File: src/rtl/mult_share_arbiter_pkg.sv
// mult_share_arbiter_pkg: FSM state encodings and default sizing for the shared multiplier arbiter
package mult_share_arbiter_pkg;
  typedef enum logic [2:0] {
    IDLE      = 3'd0,
    ISSUE     = 3'd1,
    WAIT_BUSY = 3'd2,
    WAIT_DONE = 3'd3,
    RESPOND   = 3'd4
  } state_t;
  localparam int NREQ_D  = 4;
  localparam int WIDTH_D = 8;
endpackage

File: src/rtl/mult_share_arbiter_rr_pick.sv
// rr_pick: round-robin selector, first set req at or after ptr wins
module rr_pick
  import mult_share_arbiter_pkg::*;
#(
  parameter  int NREQ = NREQ_D,
  localparam int IW   = $clog2(NREQ)
) (
  input  logic [NREQ-1:0] req,
  input  logic [IW-1:0]   ptr,
  output logic [NREQ-1:0] win,
  output logic [IW-1:0]   idx,
  output logic            any
);
  int j;
  always_comb begin
    j   = 0;
    idx = '0;
    any = 1'b0;
    // walk the ring backwards so the candidate nearest ptr is assigned last
    for (int i = NREQ - 1; i >= 0; i--) begin
      j = int'(ptr) + i;
      if (j >= NREQ) j = j - NREQ;
      if (req[j]) begin
        idx = IW'(j);
        any = 1'b1;
      end
    end
    win = any ? (NREQ'(1) << idx) : '0;
  end
endmodule

File: src/rtl/mult_share_arbiter.sv
// mult_share_arbiter: shares one sequential multiplier among NREQ clients
// with round-robin grants and a one-cycle done pulse per finished product
module mult_share_arbiter
  import mult_share_arbiter_pkg::*;
#(
  parameter int NREQ  = NREQ_D,
  parameter int WIDTH = WIDTH_D
) (
  input  logic                  Clk,
  input  logic                  Rst,
  input  logic [NREQ-1:0]       req,
  input  logic [NREQ*WIDTH-1:0] op_a,
  input  logic [NREQ*WIDTH-1:0] op_b,
  output logic [NREQ-1:0]       gnt,
  output logic [NREQ-1:0]       done,
  output logic [2*WIDTH-1:0]    product,
  output logic                  mul_start,
  output logic [WIDTH-1:0]      mul_a,
  output logic [WIDTH-1:0]      mul_b,
  input  logic                  mul_stop,
  input  logic [2*WIDTH-1:0]    mul_product
);
  localparam int IW = $clog2(NREQ);
  state_t state;
  logic [IW-1:0] ptr, sel, idx;
  logic [NREQ-1:0] win;
  logic any;
  rr_pick #(.NREQ(NREQ)) u_pick (
    .req(req),
    .ptr(ptr),
    .win(win),
    .idx(idx),
    .any(any)
  );
  always_ff @(posedge Clk or negedge Rst) begin
    if (!Rst) begin
      state     <= IDLE;
      ptr       <= '0;
      sel       <= '0;
      gnt       <= '0;
      done      <= '0;
      mul_start <= 1'b0;
      product   <= '0;
      mul_a     <= '0;
      mul_b     <= '0;
    end else begin
      case (state)
        IDLE: if (any && mul_stop) begin
          mul_a     <= op_a[idx*WIDTH +: WIDTH];
          mul_b     <= op_b[idx*WIDTH +: WIDTH];
          gnt       <= win;
          sel       <= idx;
          mul_start <= 1'b1;
          state     <= ISSUE;
        end
        ISSUE: begin
          mul_start <= 1'b0;
          state     <= WAIT_BUSY;
        end
        WAIT_BUSY: if (!mul_stop) state <= WAIT_DONE;
        WAIT_DONE: if (mul_stop) begin
          product <= mul_product;
          done    <= gnt;
          state   <= RESPOND;
        end
        RESPOND: begin
          done  <= '0;
          gnt   <= '0;
          ptr   <= (sel == IW'(NREQ - 1)) ? '0 : sel + 1'b1;
          state <= IDLE;
        end
        default: state <= IDLE;
      endcase
    end
  end
endmodule
File: config.mk
export PLATFORM = sky130hd
export DESIGN_NAME = mult_share_arbiter
export DESIGN_NICKNAME = d
export VERILOG_FILES = /design/src/rtl/mult_share_arbiter_pkg.sv /design/src/rtl/mult_share_arbiter_rr_pick.sv /design/src/rtl/mult_share_arbiter.sv
export SDC_FILE = /design/constraint.sdc
export NUM_CORES = 1
export LEC_CHECK = 0
export CAP_MARGIN = 15
export CORE_UTILIZATION = 40
export DETAILED_ROUTE_END_ITERATION = 7
export GPL_TIMING_DRIVEN = 0
export HOLD_SLACK_MARGIN = 0.05
export PLACE_DENSITY = 0.85
export SYNTH_ARGS = -nofsm -noshare
export SYNTH_HDL_FRONTEND = slang
export SYNTH_SLANG_ARGS = --single-unit
export TNS_END_PERCENT = 20
File: constraint.sdc
create_clock -name Clk -period 2.08 [get_ports Clk]
set_input_delay 0.416 -clock Clk [delete_from_list [all_inputs] [get_ports Clk]]
set_output_delay 0.416 -clock Clk [all_outputs]
set_load 0.1 [all_outputs]
After elaboration in Yosys (flattened, before gate mapping)
Index checks and enable logic that the tools add are counted.

storage, ports and cells
  bits in read-only memories = 0
  latch bits = 0
  RAM bits = 0
  output and inout port bits = 41
  memories kept = 0
  bits of input ports = 87
  word-level logic and storage cells = 83
  flip-flop bits (word level) = 48

operators by class
  add/subtract/negate cells = 8
  $mul = 0
  bitwise gates (word level) = 0
  order comparisons = 8
  multiplexer cells = 36
  equal/unequal tests = 8
  shift-type cells = 3
  reduce and logical (&&, ||, !) cells = 11
  divide/modulo/power cells = 0

operators with widths
  kind                   count
  $lt 32x4->1 const B    4
  $mux 32                4
  $ge 32x4->1 const B    3
  $sub 32x4->32 const B  3
  $shiftx 32x6->8        2
  $pmux 4 s2             2
  $mux 1                 13
  $mux 4                 3
  $pmux 3 s4             1
  $mux 2                 5
  $reduce_and 2->1       5
  $mux 3                 3
  $bmux 1 s2             4
  $add 2x2->3 const B    2
  $eq 3x2->1 const B     2
  $ne 2x2->1 const B     3
  $reduce_bool 2->1      3
  $shl 1x2->4 const A    1
  $sub 2x3->4 const B    1
  $add 2x1->3 const B    1
  $eq 3x1->1 const B     1
  $eq 3x3->1 const B     1
  $ge 2x3->1 const B     1
  $logic_not 3->1        1
  5 further kinds        5

Longest topological paths before layout
Gate-level depths: netlist of the first run.

  word-level depth = 14
  depth in mapped cells = 7
  mapped depth without buffers = 5

Modules after synthesis
A second synthesis of the first run with hierarchy kept.

unflattened totals
  cells, all modules = 177
  area, all modules = 2533.7 µm²

modules (own cells, without submodules)
  module              cells an instance  area an instance (µm²)  seq. area each (µm²)  times used
  mult_share_arbiter  148                2351.0                  1201.2                1
  rr_pick             29                 182.7                   0.0                   1

Least setup slack after synthesis of the first run
No wires, ideal clock.

  path kind = input port to flip-flop
  start point = input req[3]
  end point = register mul_a[3]
  arrival time = 1.714 ns
  setup time = 0.131 ns
  stages on the path = 7
  data required time = 1.949 ns
  path buffers = 2
  path slack = 0.234 ns
  cell sequence = or4_1 and4b_1 buf_6 buf_12 nand2_2 a2bb2oi_2 o221ai_2

on the way
  word-level cells in the longest chain between the ends = 9
  elaborated cells between the ends (all ways) = 23
  classes of those cells = shift (1); mux (20); reduce/logical (2)

ends and longest elaborated chain
  what                                                                     line                      RTL
  start: declaration                                                       mult_share_arbiter.sv:11  input logic [NREQ-1:0] req,
  parallel branches: the longest is 9 deep, another holds $shiftx 32x6->8  -
  end signal: assignment                                                   mult_share_arbiter.sv:49  mul_a <= op_a[idx*WIDTH +: WIDTH];
  end: declaration                                                         mult_share_arbiter.sv:18  output logic [WIDTH-1:0] mul_a,

Several ways; the timed one is not identified. The select of a mux whose other input is x is not followed.
A chain may end at the register's enable or synchronous reset.

Worst setup path after layout of the first run
  start point = register gnt[3]
  end point = output gnt[3]

RTL lines
  what                      line                      RTL
  start: declaration        mult_share_arbiter.sv:14  output logic [NREQ-1:0] gnt,
  start signal: assignment  mult_share_arbiter.sv:51  gnt <= win;

No word-level cell between the ends.

==> results of run 1 <==
==> synth_stat cells, drive strengths merged, types with 2 or more instances <==
cell type | n | area [um^2]
a21o | 2 | 15.0
dfrtp | 48 | 1200
a21boi | 2 | 15.0
nor2 | 5 | 18.8
inv | 18 | 67.6
a2bb2oi | 16 | 203
clkbuf | 5 | 18.8
buf | 10 | 97.6
o221ai | 16 | 203
o21ai | 9 | 45.0
a21oi | 5 | 25.0
mux2i | 17 | 170
nand2 | 80 | 328
nand2b | 3 | 18.8
nand3 | 10 | 60.1
==> logic make-up (layout without fill, tap and decap cells) <==
family,Yosys count,in the layout
AO/OA/AOI/OAI,53,53
adder cells (fa/ha/maj),1,1
multiplexers,18,18
buffers and inverters,33,168
flip-flops,48,48
AND/OR/NAND/NOR,104,104
==> registers in the layout, summed over array words and instances (netlist names) <==
| register | flops |
|---|---|
| mul_start | 1 |
| done | 4 |
| mul_a | 8 |
| product | 16 |
| ptr | 2 |
| mul_b | 8 |
| state | 3 |
| gnt | 4 |
| sel | 2 |
==> repair_timing <==
item                       CTS  global route
hold buffers                 0             0
setup endpoints to repair   54            18
pin swaps                    0             0
resized for setup           44             2
==> cell type report <==
cell class              instances  area share [%]
clock buffers                   5            1.71
plain buffers                  14            2.77
well taps                      75            2.34
inverters                      18            1.68
repair buffers                128            30.7
multi-input cells             176            29.7
clock inverters                 3            1.15
flip-flops and latches         48            29.9
==> how the worst max path moves through the flow <==
stage                       from        to  slack [ps]
final                     gnt[3]    gnt[3]          90
after global routing      req[3]  mul_b[2]          10
after CTS                 req[1]  mul_b[2]         -30
after detailed placement  req[3]  mul_b[2]        -470
after global placement       Rst  mul_b[3]        -710
after floorplan           req[3]  mul_a[3]         230
==> routing by layer <==
metal  up-vias  wire length [um]
met1      1091              2710
met3        10               556
met2        89              3320
met5         -                 0
li1       1159                 -
met4         0                85
==> metrics by stage <==
step	power [mW]	setup TNS, ps	hold slack [ps]
finish	6.90	0	80.1
global route	7.24	0	115
CTS	6.96	-194	88.8
detailed placement	6.53	-8480	425
global placement	6.45	-41970	458
floorplan	5.30	0	120
==> layout by cell type (no fill, tap or decap), types with 2 or more instances in the layout <==
cell / count
nand2_1: 69
a21o_1: 2
o21ai_0: 8
o221ai_2: 10
dlygate4sd2_1: 44
clkdlybuf4s50_1: 81
a21boi_0: 2
dfrtp_1: 48
inv_1: 18
a21oi_1: 5
nor2_1: 5
nand3_2: 2
nand2b_1: 3
a2bb2oi_2: 10
clkbuf_8: 5
buf_2: 2
nand2_2: 10
buf_4: 3
clkbuf_1: 5
o221ai_1: 6
a2bb2oi_1: 6
buf_12: 2
buf_6: 4
mux2i_1: 17
nand3_1: 8
==> power groups by stage <==
| stage | Clock, mW | Sequential [mW] | Combinational [mW] |
|---|---|---|---|
| floorplan | 0 | 4.20 | 1.10 |
| global placement | 0 | 1.64 | 4.81 |
| detailed placement | 0 | 1.65 | 4.88 |
| CTS | 0.707 | 1.63 | 4.63 |
| global route | 0.739 | 1.68 | 4.82 |
| finish | 0.688 | 1.62 | 4.59 |
==> flow_summary.json, run 1 <==
{
  "outcome": "completed",
  "slew_viol_final": 0,
  "cp.required_ps": 1660,
  "gp_congestion": 0.765,
  "ios": 128,
  "drt_iter0_drc": 99,
  "wl_per_cell_um": 14.3,
  "r2r-start": "state[1]",
  "grt_overflow_total": 0,
  "setup_viol": 0,
  "netlist_area_mm2": 0.00257,
  "placed_area_mm2": 0.00396,
  "avgSynthCellArea_um2": 10.0,
  "ir_drop_mv": 1.34,
  "post_route_cells_drive_above_1_share_pct": 13.8,
  "p_comb_share_pct": 66.6,
  "endpoint_kind": "primary output",
  "reg2reg_depth": 7,
  "fin_ws_ps": 90.2,
  "critical_path.cell_chain": "dlygate4sd2_1",
  "use_met2_pct": 36.8,
  "cts_tree": "done",
  "post-place-cells": 460,
  "row_count": 28,
  "power_switching_mw": 4.12,
  "stdcell_area_mm2": 0.00402,
  "syn_inst": 257,
  "grtUsageMet3_pct": 6.26,
  "cts_setup_buffers": 0,
  "viasPerCell": 5.03,
  "die_h_um": 82.2,
  "cp_top_family": "buffers and inverters",
  "antenna_found_initial": 0,
  "clk_latency_ps": 300,
  "synth_xor_area_share_pct": 0,
  "wl_mm": 6.67,
  "synthSimpleGateAreaFrac_pct": 18.1,
  "synth_fa_ha_area_share_pct": 0.486,
  "cts_buffers": 5,
  "swShare_pct": 59.7,
  "detailedPlace.worstSlack_ps": -468,
  "drc": 0,
  "vias": 2349,
  "reg2reg_slack_ps": 260,
  "multi_input_area_mm2": 0.00119,
  "dpl.hpwl_mm": 5.17,
  "seqPwrFrac_pct": 23.5,
  "yosys_most_used_dff": "dfrtp_1",
  "dieArea_mm2": 0.00676,
  "path_max_fanout": 3,
  "power_frac_clock_pct": 10.0,
  "nets": 479,
  "synth_nets": 345,
  "hp-class": "in -> async",
  "die_w_um": 82.2,
  "nFillCells": 501,
  "p_int_mw": 2.78,
  "grt_pass1_wl_mm": 10.7,
  "synth_compound_area_share_pct": 20.6,
  "cp_slowest_cell": "dlygate4sd2_1",
  "fin_util_pct": 66.3,
  "instances_no_fill": 467,
  "core-area_mm2": 0.00606,
  "start_kind": "flop",
  "cts_sinks": 48,
  "skew_ps": 8.50,
  "grt_max_degree": 27,
  "grt_pass1_vias": 2324,
  "p_leak_nw": 1.95,
  "drtAntennaViolNets": 0,
  "n_antenna_cell": 0,
  "cpPeakStageDelay_ps": 870,
  "clk_transition_reported_paths_ps": 90,
  "clockBufferDepth": 2,
  "seqCellArea_mm2": 0.00120,
  "worstPathArrival_ps": 1570,
  "hold_viol": 0,
  "track_usage_pct": 20.8,
  "start_util_pct": 42.5,
  "htree_levels": 2,
  "synth_top_family_by_area": "compound AO/OA/AOI/OAI gates",
  "worstSetupPathType": "reg -> out",
  "port_buffers": 127,
  "rsz0062_at_grt": "false",
  "areaGrowthSynthToFinish_pct": 56.0,
  "async_flop_share_pct": 100,
  "cp.depth": 1,
  "first_pass_iters": 4,
  "synth-edff-count": 0,
  "ys_types": 34,
  "powerDensity_mw_per_mm2": 1720,
  "cap_violations": 0,
  "timing.fmax_ghz": 0.503,
  "yosysSeqAreaShare_pct": 46.6,
  "slew_headroom_pct": 34.4,
  "worstMarginPinSlew_ps": 987,
  "cp_num_buf_inv": 1,
  "busiest_layer": "met2",
  "yosys_warnings": 0,
  "synth_seq_cells": 48,
  "grtUsageMet1_pct": 24.4,
  "synth_mux_area_share_pct": 7.05,
  "finalCritPeriodShare_pct": 95.7,
  "min_period_ps": 1990,
  "cts_root_buffer": "clkbuf_8",
  "r2r-end": "mul_b[2]"
}
Power figures use the tool's default switching activity.
==> run 2: changes to the inputs <==
- CORE_MARGIN: not set -> 3
==> run 2 against run 1 <==
Routed wire length is 6.3% higher. Maximum frequency is 0.90% lower. Sequential power hardly changed. Die area is 10% higher. Setup slack worse by 18 ps. Non-clock buffer count stayed put. Clock power is 2% lower. Final area is 0.28% higher. Core utilization is 0.19 points higher. Highest routed layer unchanged.
==> flow_summary.json, run 2 (synthesis gave the netlist of run 1 again) <==
{
  "hp-class": "in -> async",
  "vias": 2378,
  "top_register": "product",
  "powerDensity_mw_per_mm2": 1710,
  "path_max_fanout": 2,
  "row_count": 28,
  "die_h_um": 86.2,
  "post_route_cells_drive_above_1_share_pct": 13.8,
  "cpPeakStageDelay_ps": 880,
  "cts_setup_buffers": 0,
  "cts_sinks": 48,
  "cap_violations": 0,
  "layout_commonest_cell": "clkdlybuf4s50_1",
  "start_util_pct": 42.5,
  "drt_iter0_drc": 108,
  "swShare_pct": 59.7,
  "layout_common_cells": "81 x clkdlybuf4s50_1, 69 x nand2_1, 48 x dfrtp_1, 44 x dlygate4sd2_1, 18 x inv_1",
  "drtAntennaViolNets": 0,
  "cts_tree": "done",
  "hold_viol": 0,
  "gp_congestion": 0.728,
  "p_comb_share_pct": 66.8,
  "grt_pass1_vias": 2494,
  "first_pass_iters": 4,
  "n_antenna_cell": 0,
  "largest_reg_flops": 16,
  "cp_top_family": "buffers and inverters",
  "power_switching_mw": 4.13,
  "ios": 128,
  "p_leak_nw": 1.95,
  "cp_num_buf_inv": 1,
  "grt_overflow_total": 0,
  "reg_top3": "product (16), mul_a (8), mul_b (8)",
  "clk_transition_reported_paths_ps": 90,
  "antenna_found_initial": 0,
  "setup-tns-final_ps": 0,
  "drc": 0,
  "seqPwrFrac_pct": 23.4,
  "skew_ps": 10.3,
  "p_int_mw": 2.78,
  "nets": 479,
  "track_usage_pct": 19.9,
  "htree_levels": 2,
  "worstPathArrival_ps": 1590,
  "dpl.hpwl_mm": 5.53,
  "core-area_mm2": 0.00606,
  "areaGrowthSynthToFinish_pct": 56.5,
  "port_buffers": 127,
  "finalCritPeriodShare_pct": 96.5,
  "min_period_ps": 2010,
  "start_kind": "flop",
  "post-place-cells": 460,
  "grt_max_degree": 31,
  "cts_hold_buf": 0,
  "outcome": "completed",
  "dieArea_mm2": 0.00744,
  "instances_no_fill": 467,
  "slew_viol_final": 0,
  "fin_util_pct": 66.5,
  "ir_drop_mv": 1.20,
  "cp.required_ps": 1660,
  "viasPerCell": 5.09,
  "clockBufferDepth": 2,
  "endpoint_kind": "primary output",
  "cts_buffers": 5,
  "wl_mm": 7.08,
  "setup_viol": 0,
  "critical_path.cell_chain": "dlygate4sd2_1",
  "clk_latency_ps": 300,
  "rsz0062_at_grt": "false",
  "worstMarginPinSlew_ps": 988,
  "slew_headroom_pct": 34.4,
  "timing.fmax_ghz": 0.498,
  "power_frac_clock_pct": 9.8,
  "worstSetupPathType": "reg -> out",
  "die_w_um": 86.2,
  "wl_per_cell_um": 15.2,
  "cts_root_buffer": "clkbuf_8",
  "grt_pass1_wl_mm": 11.9,
  "cp_slowest_cell": "dlygate4sd2_1"
}
==> run 2: what timing repair did <==
| action | 4_1_cts | 5_1_grt |
|---|---|---|
| gates resized for setup | 48 | 1 |
| endpoints found under the setup margin | 53 | 14 |
| pin swaps | 0 | 0 |
==> run 2: metrics by stage <==
stage          instance area (um^2)  power [mW]  hold slack [ps]  setup WS [ps]
2_1_floorplan                  2570        5.30              120            234
3_5_place_dp                   3960        6.54              385           -471
6_report                       4030        6.91             51.3           72.0
5_1_grt                        4030        7.26             66.1           32.3
4_1_cts                        4030        6.97             55.1           2.94
3_3_place_gp                   3940        6.46              458           -723
==> run 2: final cells by class <==
cell class	count	area (um^2)
Inverter	18	67.6
Clock inverter	3	42.5
Sequential cell	48	1200
Timing Repair Buffer	128	1230
Fill cell	516	2030
Tap cell	75	93.8
Buffer	14	119
Clock buffer	5	68.8
Multi-Input combinational cell	176	1200
==> run 2: worst reg2reg max path, cell delays in order (launching register included) <==
cell       delay (ps)
dfrtp_1           410
nor2_1            260
nand3_1           130
or2_2             290
buf_4             180
buf_4             200
a2bb2oi_2         160
o221ai_2          100
==> run 2: power by group through the flow <==
stage,Sequential (mW),Clock [mW],Combinational [mW]
global placement,1.63,0,4.83
global route,1.68,0.730,4.85
finish,1.62,0.674,4.62
detailed placement,1.65,0,4.88
floorplan,4.20,0,1.10
CTS,1.62,0.692,4.66
==> run 2: final timing paths <==
path | startpoint | to | slack, ps | cells past startpoint
worst max-delay path | mul_a[3] | mul_a[3] | 70 | 1
worst min-delay path | Rst | product[15] | 50 | 1
worst max register to register | state[1] | mul_b[3] | 260 | 7
worst min register to register | product[15] | product[15] | 480 | 2
max in group asynchronous | Rst | gnt[1] | 1520 | 2
min in group Clk | product[15] | product[15] | 480 | 2
==> run 2: per-layer routing <==
layer | global-route usage, % | share of wire, %
met5 | 0 | 0
met4 | 4.53 | 0.99
met3 | 4.75 | 7.9
met2 | 34.8 | 49
met1 | 25.2 | 42
==> run 3: changes to the inputs <==
- SLEW_MARGIN: not set -> 10
==> results of run 3 <==
The final DEF is identical to that of run 2; final timing and power are the same.
